$ cat config.mk
export PLATFORM = sky130hd
export DESIGN_NAME = vgafb_fetch
export DESIGN_NICKNAME = d
export VERILOG_FILES = /design/src/rtl/vgafb_fetch.sv
export SDC_FILE = /design/constraint.sdc
export NUM_CORES = 1
export LEC_CHECK = 0
export ABC_AREA = 1
export BUFFER_PORTS_ARGS = -buffer_cell sky130_fd_sc_hd__buf_4
export CAP_MARGIN = 0
export CORE_ASPECT_RATIO = 1.1
export CORE_UTILIZATION = 30
export CTS_BUF_LIST = sky130_fd_sc_hd__clkbuf_8
export CTS_CLUSTER_SIZE = 10
export DETAILED_ROUTE_END_ITERATION = 6
export PLACE_DENSITY = 0.5
export SYNTH_ARGS = -nofsm -noshare
export SYNTH_HDL_FRONTEND = slang
export SYNTH_SLANG_ARGS = --single-unit
$ cat constraint.sdc
create_clock -name sys_clk -period 10.9 [get_ports sys_clk]
set_input_delay 1.635 -clock sys_clk [delete_from_list [all_inputs] [get_ports sys_clk]]
set_output_delay 1.635 -clock sys_clk [all_outputs]
set_load 0.02 [all_outputs]
$ cat src/rtl/vgafb_fetch.sv
// ----------------------------------------------------------------------------
// vgafb_fetch
//
// Upstream feeder for the 64-to-16 pixel FIFO of the VGA framebuffer. Walks
// the framebuffer linearly with 4-beat (32-byte) FML read bursts. Each burst
// pushes its four 64-bit beats into the FIFO, and the walk wraps at end of
// frame. A new framebuffer base is only taken at a frame boundary, so software
// can flip buffers without tearing.
//
// Ports
//   sys_clk          system clock
//   vga_rst          asynchronous, active-high reset
//   enable           allow new bursts (an in-flight burst always completes)
//   baseaddress      framebuffer start, bits [4:0] ignored
//   nbursts          bursts per frame, 0 behaves as 1
//   fml_adr          burst address, bits [4:0] always 0
//   fml_stb          burst request, held until fml_ack
//   fml_ack          request accepted by the memory controller
//   fml_di           read data, 4 beats starting the cycle after fml_ack
//   can_burst        FIFO has room for 4 more 64-bit words
//   fifo_stb         FIFO write strobe
//   fifo_di          FIFO write data
//   frame_start      one-cycle pulse with the first request of a frame
//   baseaddress_act  base address of the frame currently being fetched
// ----------------------------------------------------------------------------
module vgafb_fetch #(
    parameter int fml_depth = 26
) (
    input  logic                 sys_clk,
    input  logic                 vga_rst,
    input  logic                 enable,
    input  logic [fml_depth-1:0] baseaddress,
    input  logic [17:0]          nbursts,
    output logic [fml_depth-1:0] fml_adr,
    output logic                 fml_stb,
    input  logic                 fml_ack,
    input  logic [63:0]          fml_di,
    input  logic                 can_burst,
    output logic                 fifo_stb,
    output logic [63:0]          fifo_di,
    output logic                 frame_start,
    output logic [fml_depth-1:0] baseaddress_act
);

    localparam int AW = fml_depth - 5;

    // Clears the byte-within-burst bits of an address.
    localparam logic [fml_depth-1:0] ALIGN_MASK = {{AW{1'b1}}, 5'b00000};

    typedef enum logic [2:0] {
        IDLE  = 3'd0,
        REQ   = 3'd1,
        DATA0 = 3'd2,
        DATA1 = 3'd3,
        DATA2 = 3'd4,
        DATA3 = 3'd5
    } state_t;

    state_t                 state_r;
    logic [17:0]            count_r;
    logic [17:0]            last_s;
    logic [fml_depth-1:0]   base_aligned_s;
    logic [fml_depth-1:0]   base_sel_s;
    logic [fml_depth-1:0]   burst_adr_s;

    // Last burst index of the frame, base for the next request and its address.
    always_comb begin
        if (nbursts == 18'd0) begin
            last_s = 18'd0;
        end else begin
            last_s = nbursts - 18'd1;
        end

        base_aligned_s = baseaddress & ALIGN_MASK;

        // At the start of a frame the freshly latched base must already be
        // used for the first address, so bypass baseaddress_act.
        if (count_r == 18'd0) begin
            base_sel_s = base_aligned_s;
        end else begin
            base_sel_s = baseaddress_act;
        end

        // Both operands have zero low bits, so the full-width sum truncated to
        // fml_depth wraps modulo the FML space and keeps bits [4:0] at zero.
        burst_adr_s = base_sel_s + {AW'(count_r), 5'b00000};
    end

    // Burst sequencer with registered FML and FIFO outputs.
    always_ff @(posedge sys_clk or posedge vga_rst) begin
        if (vga_rst) begin
            state_r         <= IDLE;
            count_r         <= 18'd0;
            fml_adr         <= {fml_depth{1'b0}};
            fml_stb         <= 1'b0;
            fifo_stb        <= 1'b0;
            fifo_di         <= 64'd0;
            frame_start     <= 1'b0;
            baseaddress_act <= {fml_depth{1'b0}};
        end else begin
            frame_start <= 1'b0;
            fifo_stb    <= 1'b0;
            case (state_r)
                IDLE: begin
                    if (enable && can_burst) begin
                        state_r <= REQ;
                        fml_stb <= 1'b1;
                        fml_adr <= burst_adr_s;
                        if (count_r == 18'd0) begin
                            baseaddress_act <= base_aligned_s;
                            frame_start     <= 1'b1;
                        end else begin
                            baseaddress_act <= baseaddress_act;
                        end
                    end else begin
                        state_r <= IDLE;
                    end
                end
                REQ: begin
                    // enable/can_burst are deliberately ignored once requested.
                    if (fml_ack) begin
                        fml_stb <= 1'b0;
                        state_r <= DATA0;
                    end else begin
                        state_r <= REQ;
                    end
                end
                DATA0: begin
                    fifo_stb <= 1'b1;
                    fifo_di  <= fml_di;
                    state_r  <= DATA1;
                end
                DATA1: begin
                    fifo_stb <= 1'b1;
                    fifo_di  <= fml_di;
                    state_r  <= DATA2;
                end
                DATA2: begin
                    fifo_stb <= 1'b1;
                    fifo_di  <= fml_di;
                    state_r  <= DATA3;
                end
                DATA3: begin
                    fifo_stb <= 1'b1;
                    fifo_di  <= fml_di;
                    // Always pass through IDLE so can_burst reflects these
                    // four writes before the next decision.
                    state_r  <= IDLE;
                    if (count_r == last_s) begin
                        count_r <= 18'd0;
                    end else begin
                        count_r <= count_r + 18'd1;
                    end
                end
                default: begin
                    state_r <= IDLE;
                    fml_stb <= 1'b0;
                end
            endcase
        end
    end

endmodule

==> out/results.txt, run 1 <==
The fraction of post-synthesis cell area in the top cell type by area was 43.59%. For the clock sink count, the log shows 130. After detailed routing, the average wire length per cell comes to 14.42 um.

The setup path with the least slack is of type reg2reg. Buffers placed on the I/O ports in this run total 216. The share of cells above drive strength 1 works out to 29.17%. The synthesized netlist devotes 3.789% of its cell area to adder and majority cells.

The tools report the reported max-cap violation count as 0. sky130_fd_sc_hd__nand2_1 is the most common cell in the netlist. For this run, the number of Yosys warnings is 0. Setup violations remaining at the end of the flow were counted as 0. The logs give 0.02447 mm^2 for the area of the core and 0.8480 for the routability congestion estimate.

The number of post-CTS setup repair buffers came out at 0. Detailed placement finished with a half-perimeter wire length of 16.37 mm. Global routing used 16.82% of the available tracks across all layers. Yosys mapped the design onto 36 distinct sky130hd cell types.

Total power for the finished layout comes to 2393 uW. The die is 167.4 um tall. Count of routing violations after the opening detailed-route iteration: 320. After synthesis, the most frequently instantiated cells are sky130_fd_sc_hd__nand2_1, sky130_fd_sc_hd__dfrtp_1, sky130_fd_sc_hd__inv_1, sky130_fd_sc_hd__o21ai_0, sky130_fd_sc_hd__mux2_2. Transition at the pin with the smallest max-transition slack: 1.076 ns.

The worst setup path is launched from a flop. The power density over the cells is 244.7 mW/mm^2, and the number of antenna-violating nets in the routed design is 0. TritonCTS built the clock tree. The maximum clock rate is 0.2517 GHz. The slowest stage of the critical path belongs to the cell sky130_fd_sc_hd__dfrtp_1.

The number of placed instances, taps included was 1416; the CTS buffer count was 17. The fraction of synthesis flops using an asynchronous set or reset pin was 100.0%; the via density per instance was 4.497. The logs give 6512 for the overall via count from detail_route and 0 for the hold-fix buffer count after cts. Traced cell by cell, the critical path runs through inv_1, ha_1, nand3_1, nor3_1, nand2_1, buf_4, o21ai_0, ha_1, inv_1, fa_1, o21ai_0, nand2_1, nand2_1, nand2_1, nand2_1, a21oi_1, o21ai_0, nand2_1, nand3_1, nand2_1.

The logs give 0 for the initial antenna violation count and 0.005023 uW for the leakage power. The worst slew slack as a fraction of its limit was 28.20%. The number of buffers and inverters on the critical path is 3. After floorplanning, the core was divided into 60 placement rows. The tools report the post-layout net count as 1260. After synthesis, flip-flops and latches occupy 43.59% of the total area. The worst register-to-register path begins at count_r[1]. The number of enable flip-flop cells after synthesis was 0.

In this run, synthesis produced a sequential element count of 130. Main combinational cell family by area after synthesis: simple AND/OR/NAND/NOR gates. The worst hold path belongs to the class reg2reg. The pre-antenna-repair detailed-routing pass consisted of 7 iterations.

The area of the die is 0.02551 mm^2, and the mux contribution to synthesized area is 9.656%. The number of antenna diodes in the final layout is 0. For the post-cts repair resize count, the log shows 0.

Setup repair after global routing left no endpoint under its margin. Total congestion overflow: 0. Counting I/O delays and the setup requirement, the final critical path takes 3.974 ns. Across all hold checks on the routed design, the worst slack comes to 0.4881 ns. Origin of the worst min-delay path: fml_adr[5]. The dominant cell type by area after synthesis was sky130_fd_sc_hd__dfrtp_1. CTS placed an instance of sky130_fd_sc_hd__clkbuf_8 at the clock tree root. Pin placement for this block handled 232 I/O pins. The run gives 20.87 mm as the post-detailed-routing wire length. Initial core utilization: 30.50%. Launching instance or port of the critical path: count_r[1]. Number of endpoints with negative hold slack in the final report: 0. The via count of the first global-routing pass is 6255.

The first global-routing pass estimated 33.48 mm of wire. The later pin in the worst-skew pair is clocked with a latency of 0.45 ns. In the routed design, unresolved DRC markers number 11.

The mean cell area of the mapped netlist is 8.220 um^2. Number of max-slew violations in the final report: 0. The cell family contributing the most delay on the critical path is simple AND/OR/NAND/NOR gates. The biggest cell delay along the critical path was 0.49 ns; the compound-gate portion of the synthesized area was 7.276%.

The share of the clock period used by the worst path after layout is 36.46%, and the die width is 152.4 um. The cell area that synthesis handed to floorplanning was 0.007463 mm^2. After routing, the total negative slack on setup checks comes to 0 ns. The count of cells in the finished layout, fillers not included, comes to 1448. The flow ran to the end, but the final reports show violations.

Xor/xnor share of the synthesized area: 3.755%. The logs give 0.01754 ns for the setup clock skew after layout and 0.0001258 V for the maximum ir drop on the vdd rail. The area share of and/or/nand/nor cells after synthesis works out to 23.37%. After technology mapping, the gate count stands at 908. The checks that failed: design-rule violations.

STA puts the critical path data required time at 11.24 ns. The H-tree was split into 4 levels. Ranked by total cell area, the synthesized netlist is headed by sky130_fd_sc_hd__dfrtp_1, sky130_fd_sc_hd__nand2_1, sky130_fd_sc_hd__mux2_2. Data on the critical path arrives at its endpoint at 4.31 ns.

The prevailing post-synth register cell is sky130_fd_sc_hd__dfrtp_1. Along the worst path, the maximum fanout reaches 36. The cell that appears most often on the critical path is sky130_fd_sc_hd__nand2_1.

After clock tree synthesis, the clock-pin slew on the worst setup and hold paths is 0.08 ns. The worst setup path is captured at a flop. In this run the deepest clock path goes through 2 buffers.

The area growth from synthesis to layout is 31.03%. Largest net degree at the start of global routing: 68.
[final timing paths]
| kind | endpoint | slack (ns) | cells after the start |
|---|---|---|---|
| min in group asynchronous | fifo_di[26] | 1.35 | 2 |
| max reg2reg | fml_adr[21] | 6.93 | 20 |
| max | fml_adr[21] | 6.93 | 20 |
| max in group asynchronous | fifo_di[22] | 8.16 | 3 |
| min | fml_adr[5] | 0.49 | 2 |
| min reg2reg | fml_adr[5] | 0.49 | 2 |
[where the power goes]
group	internal [uW]	leakage, uW	total (uW)	switching [uW]
registers	668	0.00165	780	112
clock network	234	0.000216	453	219
logic	534	0.00316	1160	626
[registers in the layout, indices dropped and copies added, names as in the netlist]
register and flops:
fifo_di 64, baseaddress_act 21, fml_stb 1, count_r 18
fifo_stb 1, frame_start 1, fml_adr 21, state_r 3
[layout make-up]
cell class                      instances  area [um^2]
Inverter                              117        441.7
Timing Repair Buffer                  221         1659
Multi-Input combinational cell        638         3608
Clock buffer                           17        234.0
Clock inverter                         15        195.2
Sequential cell                       130         3253
Fill cell                            2541        14690
Tap cell                              310        387.9
[per-layer routing]
layer | global-route usage (%) | vias to the layer above | wire length, um
li1 | - | 3346 | -
met1 | 21.95 | 3018 | 9591
met2 | 28.53 | 126 | 10260
met3 | 2.666 | 22 | 680
met4 | 5.191 | 0 | 344
met5 | 0 | - | 0
[worst register-to-register path, cell delays in order, from the launching register on]
cell and delay [ns]:
sky130_fd_sc_hd__dfrtp_1 0.49, sky130_fd_sc_hd__inv_1 0.26, sky130_fd_sc_hd__ha_1 0.19, sky130_fd_sc_hd__nand3_1 0.11, sky130_fd_sc_hd__nor3_1 0.28, sky130_fd_sc_hd__nand2_1 0.09, sky130_fd_sc_hd__buf_4 0.26, sky130_fd_sc_hd__o21ai_0 0.30
sky130_fd_sc_hd__ha_1 0.22, sky130_fd_sc_hd__inv_1 0.06, sky130_fd_sc_hd__fa_1 0.42, sky130_fd_sc_hd__o21ai_0 0.37, sky130_fd_sc_hd__nand2_1 0.09, sky130_fd_sc_hd__nand2_1 0.11, sky130_fd_sc_hd__nand2_1 0.06, sky130_fd_sc_hd__nand2_1 0.10
sky130_fd_sc_hd__a21oi_1 0.12, sky130_fd_sc_hd__o21ai_0 0.16, sky130_fd_sc_hd__nand2_1 0.06, sky130_fd_sc_hd__nand3_1 0.08, sky130_fd_sc_hd__nand2_1 0.04
[metrics by stage]
step                instance area (um^2)  util (%)  setup slack, ns
detailed placement                  9350     38.21            6.804
finish                              9779     39.96            6.926
CTS                                 9779     39.96            6.881
global route                        9779     39.96            6.510
floorplan                           7497         -            5.796
global placement                    9350     38.21            6.816
[cells by family (layout without fill, tap and decap cells)]
kind of cell | Yosys count | count (layout)
compound gates | 105 | 105
xor+xnor | 32 | 32
fa+ha+maj | 22 | 22
buf+inv | 149 | 370
flops | 130 | 130
mux | 64 | 64
other cells | 1 | 10
simple gates | 405 | 405
[cell usage in the layout, fill, tap and decap left out, types with 3 or more instances in the layout]
cell type,n
sky130_fd_sc_hd__xnor2_1,8
sky130_fd_sc_hd__nor2_1,59
sky130_fd_sc_hd__bufinv_16,3
sky130_fd_sc_hd__dfrtp_1,130
sky130_fd_sc_hd__xor2_1,24
sky130_fd_sc_hd__nor2_2,6
sky130_fd_sc_hd__nand3b_1,3
sky130_fd_sc_hd__nor4_1,5
sky130_fd_sc_hd__clkbuf_8,17
sky130_fd_sc_hd__conb_1,10
sky130_fd_sc_hd__nand3_1,54
sky130_fd_sc_hd__o21ai_0,74
sky130_fd_sc_hd__nand2_1,240
sky130_fd_sc_hd__buf_4,221
sky130_fd_sc_hd__a21oi_1,24
sky130_fd_sc_hd__inv_8,3
sky130_fd_sc_hd__inv_1,116
sky130_fd_sc_hd__nand4_1,18
sky130_fd_sc_hd__mux2_2,64
sky130_fd_sc_hd__and2_1,3
sky130_fd_sc_hd__inv_6,6
sky130_fd_sc_hd__ha_1,21
sky130_fd_sc_hd__nor3_1,8
(Power assumes the default switching activity.)
==> run 2, diff against run 1 <==
--- a/config.mk
+++ b/config.mk
@@ -13,7 +13,7 @@
 export CTS_BUF_LIST = sky130_fd_sc_hd__clkbuf_8
 export CTS_CLUSTER_SIZE = 10
 export DETAILED_ROUTE_END_ITERATION = 6
-export PLACE_DENSITY = 0.5
+export PLACE_DENSITY = 0.51
 export SYNTH_ARGS = -nofsm -noshare
 export SYNTH_HDL_FRONTEND = slang
 export SYNTH_SLANG_ARGS = --single-unit
==> constraint.sdc (replaced) <==
create_clock -name sys_clk -period 3.5 [get_ports sys_clk]
set_input_delay 0.525 -clock sys_clk [delete_from_list [all_inputs] [get_ports sys_clk]]
set_output_delay 0.525 -clock sys_clk [all_outputs]
set_load 0.02 [all_outputs]
==> out/results.txt, run 2 (synthesized netlist as in run 1, its figures left out) <==
The clock sink count was 130 (unchanged); the biggest cell delay along the critical path was 0.39 ns (-0.10 ns). Setup repair after global routing left no endpoint under its margin. The tools report the antenna diode count as 0 (unchanged). The CTS buffer count is 17 (unchanged), and the wire length of the first global-routing pass is 33.94 mm (+1.4%). The worst slew slack as a fraction of its limit is 39.39% (+11 points), and the number of H-tree levels is 4 (unchanged). The sequential fraction of design power is 31.7% (-0.9 points). The number of port buffers works out to 216 (unchanged).

The reported max-cap violation count is 0 (unchanged), and the post-detailed-routing wire length is 21.08 mm (+1.0%). The tools report the number of post-CTS setup repair buffers as 0 (unchanged). The die width is 152.4 um (unchanged), and the power density over the cells is 753.6 mW/mm^2 (+210%).

The via count of the first global-routing pass was 6397 (+2.3%). The share of the core filled with cells is 40.88% (+0.93 points). The clock-pin slew on the worst setup and hold paths came out at 0.09 ns (about the same).

The run gives 17.04% (+0.21 points) as the global-route usage over all layers. Clock tree synthesis selected as its root buffer the cell sky130_fd_sc_hd__clkbuf_8. The run gives 2981 uW (+210%) as the switching power of the nets.

The library cells used most frequently in the layout, excluding fill and tap cells, are sky130_fd_sc_hd__buf_4, sky130_fd_sc_hd__nand2_1, sky130_fd_sc_hd__dfrtp_1, sky130_fd_sc_hd__inv_1, sky130_fd_sc_hd__o21ai_0. The routability congestion estimate came out at 0.8352 (-1.5%). The run finished, with violations left. The run gives 1470 (+1.5%) as the count of placed standard cells in the final layout, fillers left out. The worst setup path is of the reg2reg kind. The final-report setup violation count is 0 (unchanged), and the number of top-level design ports is 232 (unchanged).

The data required time of the critical path was 3.84 ns (-7.40 ns); the leakage power was 0.005154 uW (+2.6%). The checks that failed: design-rule violations. The signal on the critical path passes through inv_1, nand4_1, nor4_2, nand2_1, buf_4, o21ai_0, ha_1, a21oi_1, o21ai_0, a21oi_1, nand3_1, or2_2, nand3_1, nand2_1. The transition at the pin with the smallest max-transition slack came out at 0.9058 ns (-0.1701 ns). The logs give 0 (unchanged) for the total congestion overflow and 0.003631 mm^2 (+0.62%) for the footprint of the multi-input gates.

The endpoint arrival time on the critical path is 3.55 ns (-0.76 ns). Via density per instance: 4.476 (-0.47%). The maximum fanout along the worst path is 12 (-67%).

The worst min-delay path class is in2async. The cell-internal power was 4560 uW (+220%). The length of the first detailed-routing pass in iterations was 7 (unchanged).

Number of endpoints with negative hold slack in the final report: 0 (unchanged). TritonCTS built the clock tree. The number of antenna-violating nets in the routed design is 0 (unchanged), and the area of the core is 0.02447 mm^2 (unchanged). The routed wirelength normalized by instance count was 14.34 um (-0.51%). Nature of the critical path startpoint: a flop. The shortest period the worst path allows came out at 3.212 ns (-0.7621 ns). The commonest non-fill, non-tap cell in the layout is sky130_fd_sc_hd__buf_4.

The number of placed instances, taps included was 1439 (+1.6%); the flip-flop count of the largest register after layout was 64 (unchanged). The switching part of the total power was 39.53% (-0.45 points). The die span in y is 167.4 um (unchanged). The run gives 1283 (+1.8%) as the post-layout net count.

The area of the die came out at 0.02551 mm^2 (unchanged). The largest registers in the layout are fifo_di: 64 flops, baseaddress_act: 21 flops, fml_adr: 21 flops. Counting flops per register, the top entry is fifo_di. The worst-case clock buffer depth is 2 (unchanged). Maximum ir drop on the vdd rail: 0.0004338 V (+240%). For this design, the slowest cell found on the critical path is sky130_fd_sc_hd__dfrtp_1. The worst-skew pair later-pin latency is 0.45 ns (about the same). The share of cells above drive strength 1 was 31.03% (+1.9 points).

For the number of placement rows, the log shows 60 (unchanged). The number of fill cells was 2512 (-1.1%); the largest net degree at the start of global routing was 68 (unchanged). The tools report the combinational group share of total power as 49.9% (+1.4 points). The cell count of the worst reg-to-reg path was 14 (-30%).

The run gives 0.3114 GHz (+24%) as the maximum clock rate. The tools report the DRC violations left as 13 (+2). The tools report the sequential cell area as 0.003253 mm^2 (unchanged). The worst setup path is captured at a flop. The fraction of power consumed by the clock network was 18.4% (-0.5 points); the final HPWL from detailed placement was 16.50 mm (+0.84%). The share of the clock period used by the worst path after layout was 91.76% (+55 points). The tools report the accumulated negative setup slack as 0 ns (unchanged). The tools report the number of max-slew violations in the final report as 0 (unchanged). The initial core utilization was 30.50% (unchanged); the setup clock skew after layout was 0.01526 ns (-0.002282 ns). Relative to the synthesized area, the layout overhead comes to 34.06%. The overall via count from detail_route is 6580 (+1.0%), and the initial antenna violation count is 0 (unchanged). The count of routing violations after the opening detailed-route iteration was 275 (-14%).
[run 2: worst paths after layout]
check	to	slack, ns	from
min	fifo_di[5]	0.07	vga_rst
max in group asynchronous	baseaddress_act[14]	2.44	vga_rst
min in group sys_clk	fifo_di[34]	0.30	fml_di[34]
min reg2reg	fml_adr[5]	0.48	fml_adr[5]
max	fml_adr[23]	0.29	count_r[5]
max reg2reg	fml_adr[23]	0.29	count_r[5]
[run 2: layout make-up]
type	instances	share of cell area (%)
timing repair buffer	244	18.68
clock buffer	18	2.476
sequential	130	32.51
clock inverter	13	1.738
tap	310	3.876
multi-input combinational	638	36.29
inverter	117	4.427
[run 2: power by group through the flow]
stage	Combinational (uW)	Sequential (uW)	Clock [uW]
2_1_floorplan	1660	3050	0
3_3_place_gp	3780	2410	0
3_5_place_dp	3800	2420	0
4_1_cts	3810	2400	1440
5_1_grt	4060	2480	1490
6_report	3760	2390	1390
[run 2: repair_timing]
| item | CTS | global route |
|---|---|---|
| setup endpoints to repair | 0 | 11 |
| gates resized for setup | 0 | 7 |
| hold buffers | 0 | 0 |
[run 2: routing by layer]
metal	global-route usage (%)	wire length (um)
met5	0	0
met4	5.191	250
met3	2.070	601
met2	29.15	10440
met1	22.44	9786
[run 2: metrics by stage]
stage	area (um^2)	hold slack, ns	setup slack [ns]	power [uW]
floorplan	7501	0.4793	0.2238	4715
CTS	9983	0.05086	0.1464	7646
finish	10010	0.07294	0.2884	7541
global route	10010	0.05495	0.003650	8030
detailed placement	9562	0.4717	0.1697	6226
global placement	9562	0.4582	0.2150	6190
[run 2: critical path: cells and delay by family (launching register included)]
| kind | cells | cell delay [ns] |
|---|---|---|
| flip-flops | 1 | 0.39 |
| AO/OA/AOI/OAI | 4 | 0.77 |
| buffers and inverters | 2 | 0.34 |
| adder cells (fa/ha/maj) | 1 | 0.36 |
| AND/OR/NAND/NOR | 7 | 1.25 |
